File: config.mk
export PLATFORM = sky130hd
export DESIGN_NAME = alu_cmd_sequencer
export DESIGN_NICKNAME = d
export VERILOG_FILES = /design/src/rtl/alu_cmd_sequencer.sv
export SDC_FILE = /design/constraint.sdc
export NUM_CORES = 1
export LEC_CHECK = 0
export CAP_MARGIN = 20
export CORE_AREA = 3 3 80 138
export CTS_BUF_LIST = sky130_fd_sc_hd__clkbuf_4
export DETAILED_ROUTE_END_ITERATION = 7
export DIE_AREA = 0 0 83 141
export PLACE_DENSITY = 0.83
export SLEW_MARGIN = 20
export SYNTH_ARGS = -nofsm -noshare
export SYNTH_HDL_FRONTEND = slang
export SYNTH_SLANG_ARGS = --single-unit
File: constraint.sdc
create_clock -name clk -period 2.53 [get_ports clk]
set_input_delay 0.253 -clock clk [delete_from_list [all_inputs] [get_ports clk]]
set_output_delay 0.253 -clock clk [all_outputs]
set_load 0.05 [all_outputs]
File: src/rtl/alu_cmd_sequencer.sv
`default_nettype none
// ============================================================================
//  Module   : alu_cmd_sequencer
//  Purpose  : Issue stage in front of a combinational 8-bit ALU. Commands are
//             queued in a small FIFO and driven one at a time onto registered
//             ALU inputs. The ALU result and flags are captured into a result
//             register, which is offered downstream through valid/ready. An
//             accumulator (last captured result) can replace operand a.
//  Ports    : clk, rst_n                 - clock, async active-low reset
//             cmd_valid/cmd_ready        - command handshake (ready = !full)
//             cmd_a/cmd_b/cmd_op/cmd_use_acc - command payload
//             alu_a/alu_b/alu_opcode     - registered drive to the ALU
//             alu_out/alu_carry/alu_borrow/alu_overflow/alu_zero - ALU result
//             res_valid/res_ready        - result handshake
//             res_out/res_carry/res_borrow/res_overflow/res_zero - result
//             acc                        - accumulator
//             op_count                   - results consumed (wrapping)
//  Revision : 1.0 - initial release
// ============================================================================
module alu_cmd_sequencer #(
    parameter int DEPTH = 4,
    parameter int WIDTH = 8
) (
    input  logic             clk,
    input  logic             rst_n,
    input  logic             cmd_valid,
    output logic             cmd_ready,
    input  logic [WIDTH-1:0] cmd_a,
    input  logic [WIDTH-1:0] cmd_b,
    input  logic [2:0]       cmd_op,
    input  logic             cmd_use_acc,
    output logic [WIDTH-1:0] alu_a,
    output logic [WIDTH-1:0] alu_b,
    output logic [2:0]       alu_opcode,
    input  logic [WIDTH-1:0] alu_out,
    input  logic             alu_carry,
    input  logic             alu_borrow,
    input  logic             alu_overflow,
    input  logic             alu_zero,
    output logic             res_valid,
    input  logic             res_ready,
    output logic [WIDTH-1:0] res_out,
    output logic             res_carry,
    output logic             res_borrow,
    output logic             res_overflow,
    output logic             res_zero,
    output logic [WIDTH-1:0] acc,
    output logic [15:0]      op_count
);

    localparam int c_AW = $clog2(DEPTH);
    localparam int c_EW = 2 * WIDTH + 4;   // {a, b, op[2:0], use_acc}

    localparam logic [1:0] c_IDLE = 2'd0;
    localparam logic [1:0] c_EXEC = 2'd1;
    localparam logic [1:0] c_HOLD = 2'd2;

    localparam logic [c_AW:0] c_PTR_ONE = 1;
    localparam logic [15:0]   c_CNT_ONE = 16'd1;

    logic [c_EW-1:0]  r_mem [DEPTH];
    logic [c_AW:0]    r_wr_ptr;
    logic [c_AW:0]    r_rd_ptr;
    logic [1:0]       r_state;
    logic [WIDTH-1:0] r_alu_a;
    logic [WIDTH-1:0] r_alu_b;
    logic [2:0]       r_alu_op;
    logic             r_res_valid;
    logic [WIDTH-1:0] r_res_out;
    logic             r_res_carry;
    logic             r_res_borrow;
    logic             r_res_overflow;
    logic             r_res_zero;
    logic [WIDTH-1:0] r_acc;
    logic [15:0]      r_op_count;

    logic             w_empty;
    logic             w_full;
    logic             w_push;
    logic             w_pop;
    logic             w_consume;
    logic [c_EW-1:0]  w_head;
    logic [WIDTH-1:0] w_head_a;
    logic [WIDTH-1:0] w_head_b;
    logic [2:0]       w_head_op;
    logic             w_head_use_acc;

    // Pointers carry one extra wrap bit: equal -> empty, only MSB differs -> full.
    assign w_empty = (r_wr_ptr == r_rd_ptr);
    assign w_full  = (r_wr_ptr[c_AW] != r_rd_ptr[c_AW]) &&
                     (r_wr_ptr[c_AW-1:0] == r_rd_ptr[c_AW-1:0]);

    // A full FIFO never accepts, even if the head is popped on the same edge.
    assign w_push    = cmd_valid && !w_full;
    assign w_consume = (r_state == c_HOLD) && r_res_valid && res_ready;
    // Pop from IDLE, or back-to-back from HOLD on the edge the result leaves.
    assign w_pop     = !w_empty && ((r_state == c_IDLE) || w_consume);

    assign w_head         = r_mem[r_rd_ptr[c_AW-1:0]];
    assign w_head_a       = w_head[c_EW-1 -: WIDTH];
    assign w_head_b       = w_head[WIDTH+3 -: WIDTH];
    assign w_head_op      = w_head[3:1];
    assign w_head_use_acc = w_head[0];

    // Storage needs no reset: reset empties the FIFO through the pointers.
    always_ff @(posedge clk) begin
        if (w_push) begin
            r_mem[r_wr_ptr[c_AW-1:0]] <= {cmd_a, cmd_b, cmd_op, cmd_use_acc};
        end
    end

    always_ff @(posedge clk or negedge rst_n) begin
        if (!rst_n) begin
            r_wr_ptr       <= '0;
            r_rd_ptr       <= '0;
            r_state        <= c_IDLE;
            r_alu_a        <= '0;
            r_alu_b        <= '0;
            r_alu_op       <= '0;
            r_res_valid    <= 1'b0;
            r_res_out      <= '0;
            r_res_carry    <= 1'b0;
            r_res_borrow   <= 1'b0;
            r_res_overflow <= 1'b0;
            r_res_zero     <= 1'b0;
            r_acc          <= '0;
            r_op_count     <= '0;
        end else begin
            if (w_push) begin
                r_wr_ptr <= r_wr_ptr + c_PTR_ONE;
            end

            // Accumulator selection happens here, at pop time, so it sees the
            // result captured for the immediately preceding command.
            if (w_pop) begin
                r_rd_ptr <= r_rd_ptr + c_PTR_ONE;
                r_alu_a  <= w_head_use_acc ? r_acc : w_head_a;
                r_alu_b  <= w_head_b;
                r_alu_op <= w_head_op;
            end

            case (r_state)
                c_IDLE: begin
                    if (w_pop) begin
                        r_state <= c_EXEC;
                    end
                end
                c_EXEC: begin
                    r_res_out      <= alu_out;
                    r_res_carry    <= alu_carry;
                    r_res_borrow   <= alu_borrow;
                    r_res_overflow <= alu_overflow;
                    r_res_zero     <= alu_zero;
                    r_acc          <= alu_out;
                    r_res_valid    <= 1'b1;
                    r_state        <= c_HOLD;
                end
                c_HOLD: begin
                    if (w_consume) begin
                        r_res_valid <= 1'b0;
                        r_op_count  <= r_op_count + c_CNT_ONE;
                        r_state     <= w_pop ? c_EXEC : c_IDLE;
                    end
                end
                default: begin
                    r_state <= c_IDLE;
                end
            endcase
        end
    end

    assign cmd_ready    = !w_full;
    assign alu_a        = r_alu_a;
    assign alu_b        = r_alu_b;
    assign alu_opcode   = r_alu_op;
    assign res_valid    = r_res_valid;
    assign res_out      = r_res_out;
    assign res_carry    = r_res_carry;
    assign res_borrow   = r_res_borrow;
    assign res_overflow = r_res_overflow;
    assign res_zero     = r_res_zero;
    assign acc          = r_acc;
    assign op_count     = r_op_count;

endmodule
`default_nettype wire
==> results.md, run 1 <==
- Htree depth: 4
- Area delta synth->final: 26.5%
- I/O pins: 93
- Worst-path clk slew: 0.12 ns
- Clk sink count: 136
- Worst Setup End Kind: flop
- CP max stage delay: 0.55 ns
- Worst flop-to-flop path endpoint: r_mem[3][19]
- Post-CTS setup repair buffer count: 0
- Final Max Tran Viols: 0
- Worst-Margin Slew: roughly 0.73 ns
- Max-cap violations: 0
- Crit start category: flop
- Met2 Use GR: 0.322
- Share of layout cells above drive strength 1: 0.199
- CP endpoint: r_mem[3][19]
- CTS tree: built
- Starting density of the core: 0.535
- Antenna viol nets, final: 0
- Avg Inst Size Synth: 18.0 um2
- Final Setup Violations: 0
- Final hold violation count: 0
- Worst Setup SP: r_wr_ptr[1]
- Unique cell type count in the Yosys netlist: 31
- Slew HR: 0.513
- Number of port buffers: 92
- Root buffer cell: clkbuf_4
- CP max FO: 20
- R2r setup slk: 0.42 ns
- Critical path type: flop to flop
- Via density: 5.39
- VDD IR-drop max: 0.715 mV
- Area after DPL: 0.00639 mm2
- Syn Inst Count: 297
- Wirelength, routed: 9710 um
- Post-Syn Area: 0.00533 mm2
- Die area: 0.0117 mm2
- Site Rows: 48
- Setup Skew: around 0.018 ns
- Leak: 2.52 nW
- GR peak layer: met2
- Iter 0 DRT Violations: 119
- Post-DR wirelength/cell: 18.0 um
- Largest net degree at the start of global routing: 35
- Antenna violations before repair: 1
- Mapped Nets: 339
- Core area: between 0.009 and 0.01 mm2
- Routing usage on met1: 0.195
- Via count: just under 3k
- Total congestion overflow: 0
- Power per cell area: approximately 1400 mW/mm2
- Fmax: 473 MHz
- FF-to-FF Start: r_wr_ptr[1]
- Critical Path AT: 2.32 ns
- Fin crit period: 2.11 ns
- Post-route cell area: about 0.0067 mm2
- Slowest CP cell: a31oi_1
- Die width: 83 um
- R2R depth: 4
- Die H: approximately 140 um
- Gr usage total: 0.178
- GP Congestion: approximately 0.76
- Clock Latency Late Sink: 0.54 ns
- Worst endpoint required time: 2.74 ns
- Nets: 441
- Total CTS buffers: 17
- CTS-repair resized insts: 0
- Hold crit path type: input port to asynchronous set/reset pin
- Yosys synthesis warning count: 0
- Sequential area share after synthesis: 0.713
- Max Buffers Root-to-Sink: 2
- Global-route wire length before repair: 15800 um
- GR Util met3: 0.0538
- Commonest non-fill, non-tap cell in the layout: clkdlybuf4s50_1
- Most frequent cells in the layout: clkdlybuf4s50_1 (90), edfxtp_1 (80), dfrtp_1 (56)
- Flops & latches, synth: 136
- Vias in the first global route: about 3.1k
- Crit-path cells: xnor2_1 -> a31oi_1 -> and2_1 -> buf_4
- Unrepaired setup endpoints after global routing: no
- HPWL Detailed: 6680 um
- Status: finished, final reports clean
- Final setup TNS: 0 ns
- Tcrit/Tclk final: 0.835
- Post-route DRC: 0
- Drt first pass iters: 4
## through the flow
step | utilization | hold WS (ns) | setup WS (ns) | power [W] | std cells
floorplan | - | -0.0426 | 0.572 | 0.00641 | 297
global placement | 0.641 | 0.341 | 0.506 | 0.00760 | 504
detailed placement | 0.641 | 0.351 | 0.470 | 0.00773 | 504
CTS | 0.676 | 0.273 | 0.392 | 0.00938 | 537
global route | 0.676 | 0.275 | 0.294 | 0.00974 | 538
finish | 0.676 | 0.301 | 0.417 | 0.00926 | 538
## where the power goes
part / internal, W / switching [W] / leakage (nW)
Sequential: 0.00305 / 0.000358 / 1.41
Clock: 0.000806 / 0.000830 / 0.175
Combinational: 0.00169 / 0.00253 / 0.935
## cell families after synthesis
kind of cell,share of synthesized area
and+or+nand+nor,0.0401
buffers and inverters,0.0256
AOI/OAI and AO/OA,0.0167
adders and majority gates,0.0141
DFF,0.713
muxes,0.152
xor gates and xnor gates,0.0378
## how the worst min path moves through the flow
stage                        endpoint        from  depth (start not counted)  slack (ns)
after floorplan                acc[0]       rst_n                          0       -0.04
after global placement    op_count[6]       rst_n                          1        0.34
after detailed placement  op_count[5]       rst_n                          1        0.35
after CTS                      acc[0]  alu_out[0]                          2        0.27
after global routing           acc[0]  alu_out[0]                          2        0.28
final                     op_count[3]       rst_n                          2        0.30
## state kept, by name, summed over array words and instances, names as in the netlist, 2 cells and up
signal and count:
alu_b 8, alu_a 8, acc 8, r_rd_ptr 3, r_mem 80, alu_opcode 3
op_count 16, r_state 2, r_wr_ptr 3
## repair_timing
action / CTS / global route
hold buffers: 1 / 0
hold endpoints to repair: 32 / 0
endpoints found under the setup margin: 0 / 0
## synth_stat cells (all sizes together)
| cell | instances | area [um2] |
|---|---|---|
| a21boi | 1 | 7.51 |
| a21o | 1 | 7.51 |
| a21oi | 8 | 40.0 |
| a311oi | 1 | 15.0 |
| a31oi | 1 | 6.26 |
| and2 | 5 | 31.3 |
| and3 | 3 | 18.8 |
| and4 | 3 | 26.3 |
| and4b | 1 | 10.0 |
| buf | 16 | 101 |
| clkbuf | 5 | 20.0 |
| dfrtp | 56 | 1400 |
| edfxtp | 80 | 2400 |
| ha | 6 | 75.1 |
| inv | 4 | 15.0 |
| mux2 | 25 | 282 |
| mux2i | 8 | 80.1 |
| mux4 | 20 | 450 |
| nand2 | 8 | 30.0 |
| nand3 | 6 | 30.0 |
| nand4 | 4 | 25.0 |
| nor2 | 8 | 30.0 |
| nor2b | 2 | 12.5 |
| o21ai | 1 | 5.00 |
| o21bai | 1 | 7.51 |
| xnor2 | 19 | 166 |
| xor2 | 4 | 35.0 |
## metal layers
layer | part of all wire | vias to the layer above
li1 | - | 1315
met1 | 0.38 | 1483
met2 | 0.56 | 86
met3 | 0.040 | 15
met4 | 0.018 | 0
met5 | 0 | -
## final cells by class
class,count,area (um2)
Multi-Input combinational cell,136,1400
Clock inverter,15,216
Tap cell,125,156
Fill cell,718,3230
Antenna cell,1,2.50
Sequential cell,136,3800
Timing Repair Buffer,104,1020
Inverter,4,15.0
Clock buffer,17,128
## critical path: cells and delay by family (launching register included)
| kind | cells | cell delay (ns) |
|---|---|---|
| buf+inv | 1 | 0.32 |
| flops | 1 | 0.44 |
| xor+xnor | 1 | 0.21 |
| compound gates | 1 | 0.55 |
| simple gates | 1 | 0.27 |
Power figures use the tool's default switching activity.
==> run 2, diff against run 1 <==
==> constraint.sdc (replaced) <==
create_clock -name clk -period 2.15 [get_ports clk]
set_input_delay 0.215 -clock clk [delete_from_list [all_inputs] [get_ports clk]]
set_output_delay 0.215 -clock clk [all_outputs]
set_load 0.05 [all_outputs]
==> run 2 against run 1 <==
  * Worst hold slack got worse by 0.083 ns
  * Via count decreased by 0.21%
  * Register-to-register slack got worse by 0.06 ns
  * Setup slack got worse by 0.27 ns
  * Global-route usage increased by 0.065 points
  * Design area increased by 0.67%
  * Routed wire length decreased by 1.0%
==> results.md, run 2 (same netlist as run 1, synthesis figures left out) <==
- Via density: 5.36 (was 5.39)
- Met2 Use GR: 0.323 (was 0.322)
- Via count: 2893 (was 2899)
- Worst endpoint required time: 1.93 ns (was 2.74 ns)
- Number of port buffers: 92 (unchanged)
- Max-cap violations: 0 (unchanged)
- Area after DPL: 0.00646 mm2 (was 0.00639 mm2)
- Die width: 83 um (unchanged)
- CP max FO: 5 (was 20)
- Crit start category: flop (unchanged)
- Final Util: 0.681 (was 0.676)
- Hold crit path type: input port to asynchronous set/reset pin (unchanged)
- Fin crit period: 2.01 ns
- GR Util met3: 0.0532 (was 0.0538)
- Wirelength, routed: 9610 um (was 9710 um)
- Core area: 0.00997 mm2 (unchanged)
- Final hold violation count: 0 (unchanged)
- Post-DR wirelength/cell: 17.8 um (was 18.0 um)
- Slew HR: 0.608 (was 0.513)
- Largest net degree at the start of global routing: 32 (was 35)
- Final Setup Violations: 0 (unchanged)
- Most frequent cells in the layout: clkdlybuf4s50_1 (89), edfxtp_1 (80), dfrtp_1 (56) (was clkdlybuf4s50_1 (90), edfxtp_1 (80), dfrtp_1 (56))
- Gr usage total: 0.179 (was 0.178)
- Tcrit/Tclk final: 0.933
- Worst-path clk slew: 0.12 ns (about the same)
- Global-route wire length before repair: 16000 um (was 15800 um)
- Setup Skew: 0.0128 ns (was 0.0183 ns)
- Critical path's top delay family: buffers and inverters (was compound AO/OA/AOI/OAI gates)
- Unrepaired setup endpoints after global routing: no (unchanged)
- Share of layout cells above drive strength 1: 0.203 (was 0.199)
- GP Congestion: 0.749 (was 0.764)
- Die H: 141 um (unchanged)
- Root buffer cell: clkbuf_4 (unchanged)
- Area delta synth->final: 27.3% (was 26.5%)
- Post-Place Worst Slack: 0.211 ns (was 0.470 ns)
- Antenna violations before repair: 1 (unchanged)
- Crit-path cells: clkdlybuf4s50_1 (was xnor2_1 -> a31oi_1 -> and2_1 -> buf_4)
- CP Buf/Inv Count: 1 (unchanged)
- CP max stage delay: 0.84 ns (was 0.55 ns)
- GR peak layer: met2 (unchanged)
- Worst Setup Slack, final: 0.143 ns (was 0.417 ns)
- Clock Latency Late Sink: 0.52 ns (was 0.54 ns)
- Iter 0 DRT Violations: 116 (was 119)
- Nets: 443 (was 441)
- Drt first pass iters: 4 (unchanged)
- Worst-Margin Slew: 0.588 ns (was 0.730 ns)
- Max FFs per register: 80 (unchanged)
- Final Max Tran Viols: 0 (unchanged)
- Vias in the first global route: 3084 (was 3101)
- Power per cell area: 1600 mW/mm2 (was 1370 mW/mm2)
- I/O pins: 93 (unchanged)
- Post-route cell area: 0.00679 mm2 (was 0.00674 mm2)
- Final setup TNS: 0 ns (unchanged)
- Fmax: 498 MHz
- Antenna viol nets, final: 0 (unchanged)
- Post-route DRC: 0 (unchanged)
- Starting density of the core: 0.535 (unchanged)
- Total congestion overflow: 0 (unchanged)
- Routing usage on met1: 0.202 (was 0.195)
- Htree depth: 4 (unchanged)
- VDD IR-drop max: 0.945 mV (was 0.715 mV)
- CTS tree: built (unchanged)
- Critical path type: flop to output port (was flop to flop)
- Slowest CP cell: clkdlybuf4s50_1 (was a31oi_1)
- Max Buffers Root-to-Sink: 2 (unchanged)
- Commonest non-fill, non-tap cell in the layout: clkdlybuf4s50_1 (unchanged)
- Site Rows: 48 (unchanged)
- Leak: 2.56 nW (was 2.52 nW)
- Die area: 0.0117 mm2 (unchanged)
- HPWL Detailed: 6720 um (was 6680 um)
- Clk sink count: 136 (unchanged)
- Tot Pwr: 0.0109 W (was 0.00926 W)
- Critical Path AT: 1.79 ns (was 2.32 ns)
- Total CTS buffers: 17 (unchanged)
- Worst Setup End Kind: output port (was flop)
- Status: finished, final reports clean (unchanged)
[run 2: what timing repair did]
| item | CTS | global route |
|---|---|---|
| gates resized for setup | 0 | 1 |
| setup endpoints to repair | 0 | 1 |
| hold buffers | 1 | 0 |
| endpoints found under the hold margin | 25 | 0 |
| setup buffers | 0 | 0 |
[run 2: area by class of cell]
type	instances	area, um2
Antenna cell	1	2.50
Timing Repair Buffer	106	1100
Clock inverter	14	174
Multi-Input combinational cell	136	1400
Clock buffer	18	135
Tap cell	125	156
Inverter	4	15.0
Sequential cell	136	3800
Fill cell	700	3180
[run 2: path summary, 6_finish.rpt]
| check | cells after the start | slack, ns | from | end |
|---|---|---|---|---|
| worst max-delay path | 1 | 0.14 | op_count[4] | op_count[4] |
| worst min register to register | 1 | 0.49 | op_count[15] | op_count[15] |
| max in group asynchronous | 3 | 1.21 | rst_n | alu_a[5] |
| worst min-delay path | 2 | 0.22 | rst_n | alu_b[2] |
| worst max register to register | 4 | 0.36 | r_wr_ptr[1] | r_mem[3][19] |
| min in group clk | 2 | 0.30 | alu_out[3] | acc[3] |
[run 2: routing by layer]
layer | part of all wire | up-vias
li1 | - | 1330
met1 | 0.38 | 1471
met2 | 0.57 | 78
met3 | 0.040 | 14
met4 | 0.013 | 0
met5 | 0 | -
[run 2: per-stage QoR]
step                      hold WS, ns  cells
after floorplan               -0.0806    297
after global placement          0.250    506
after detailed placement        0.251    506
after CTS                       0.187    539
after global routing            0.206    540
final                           0.217    540
[run 2: power by group]
part           switching [W]  internal [W]
Sequential          0.000425       0.00359
Combinational        0.00299       0.00210
Clock               0.000917      0.000831
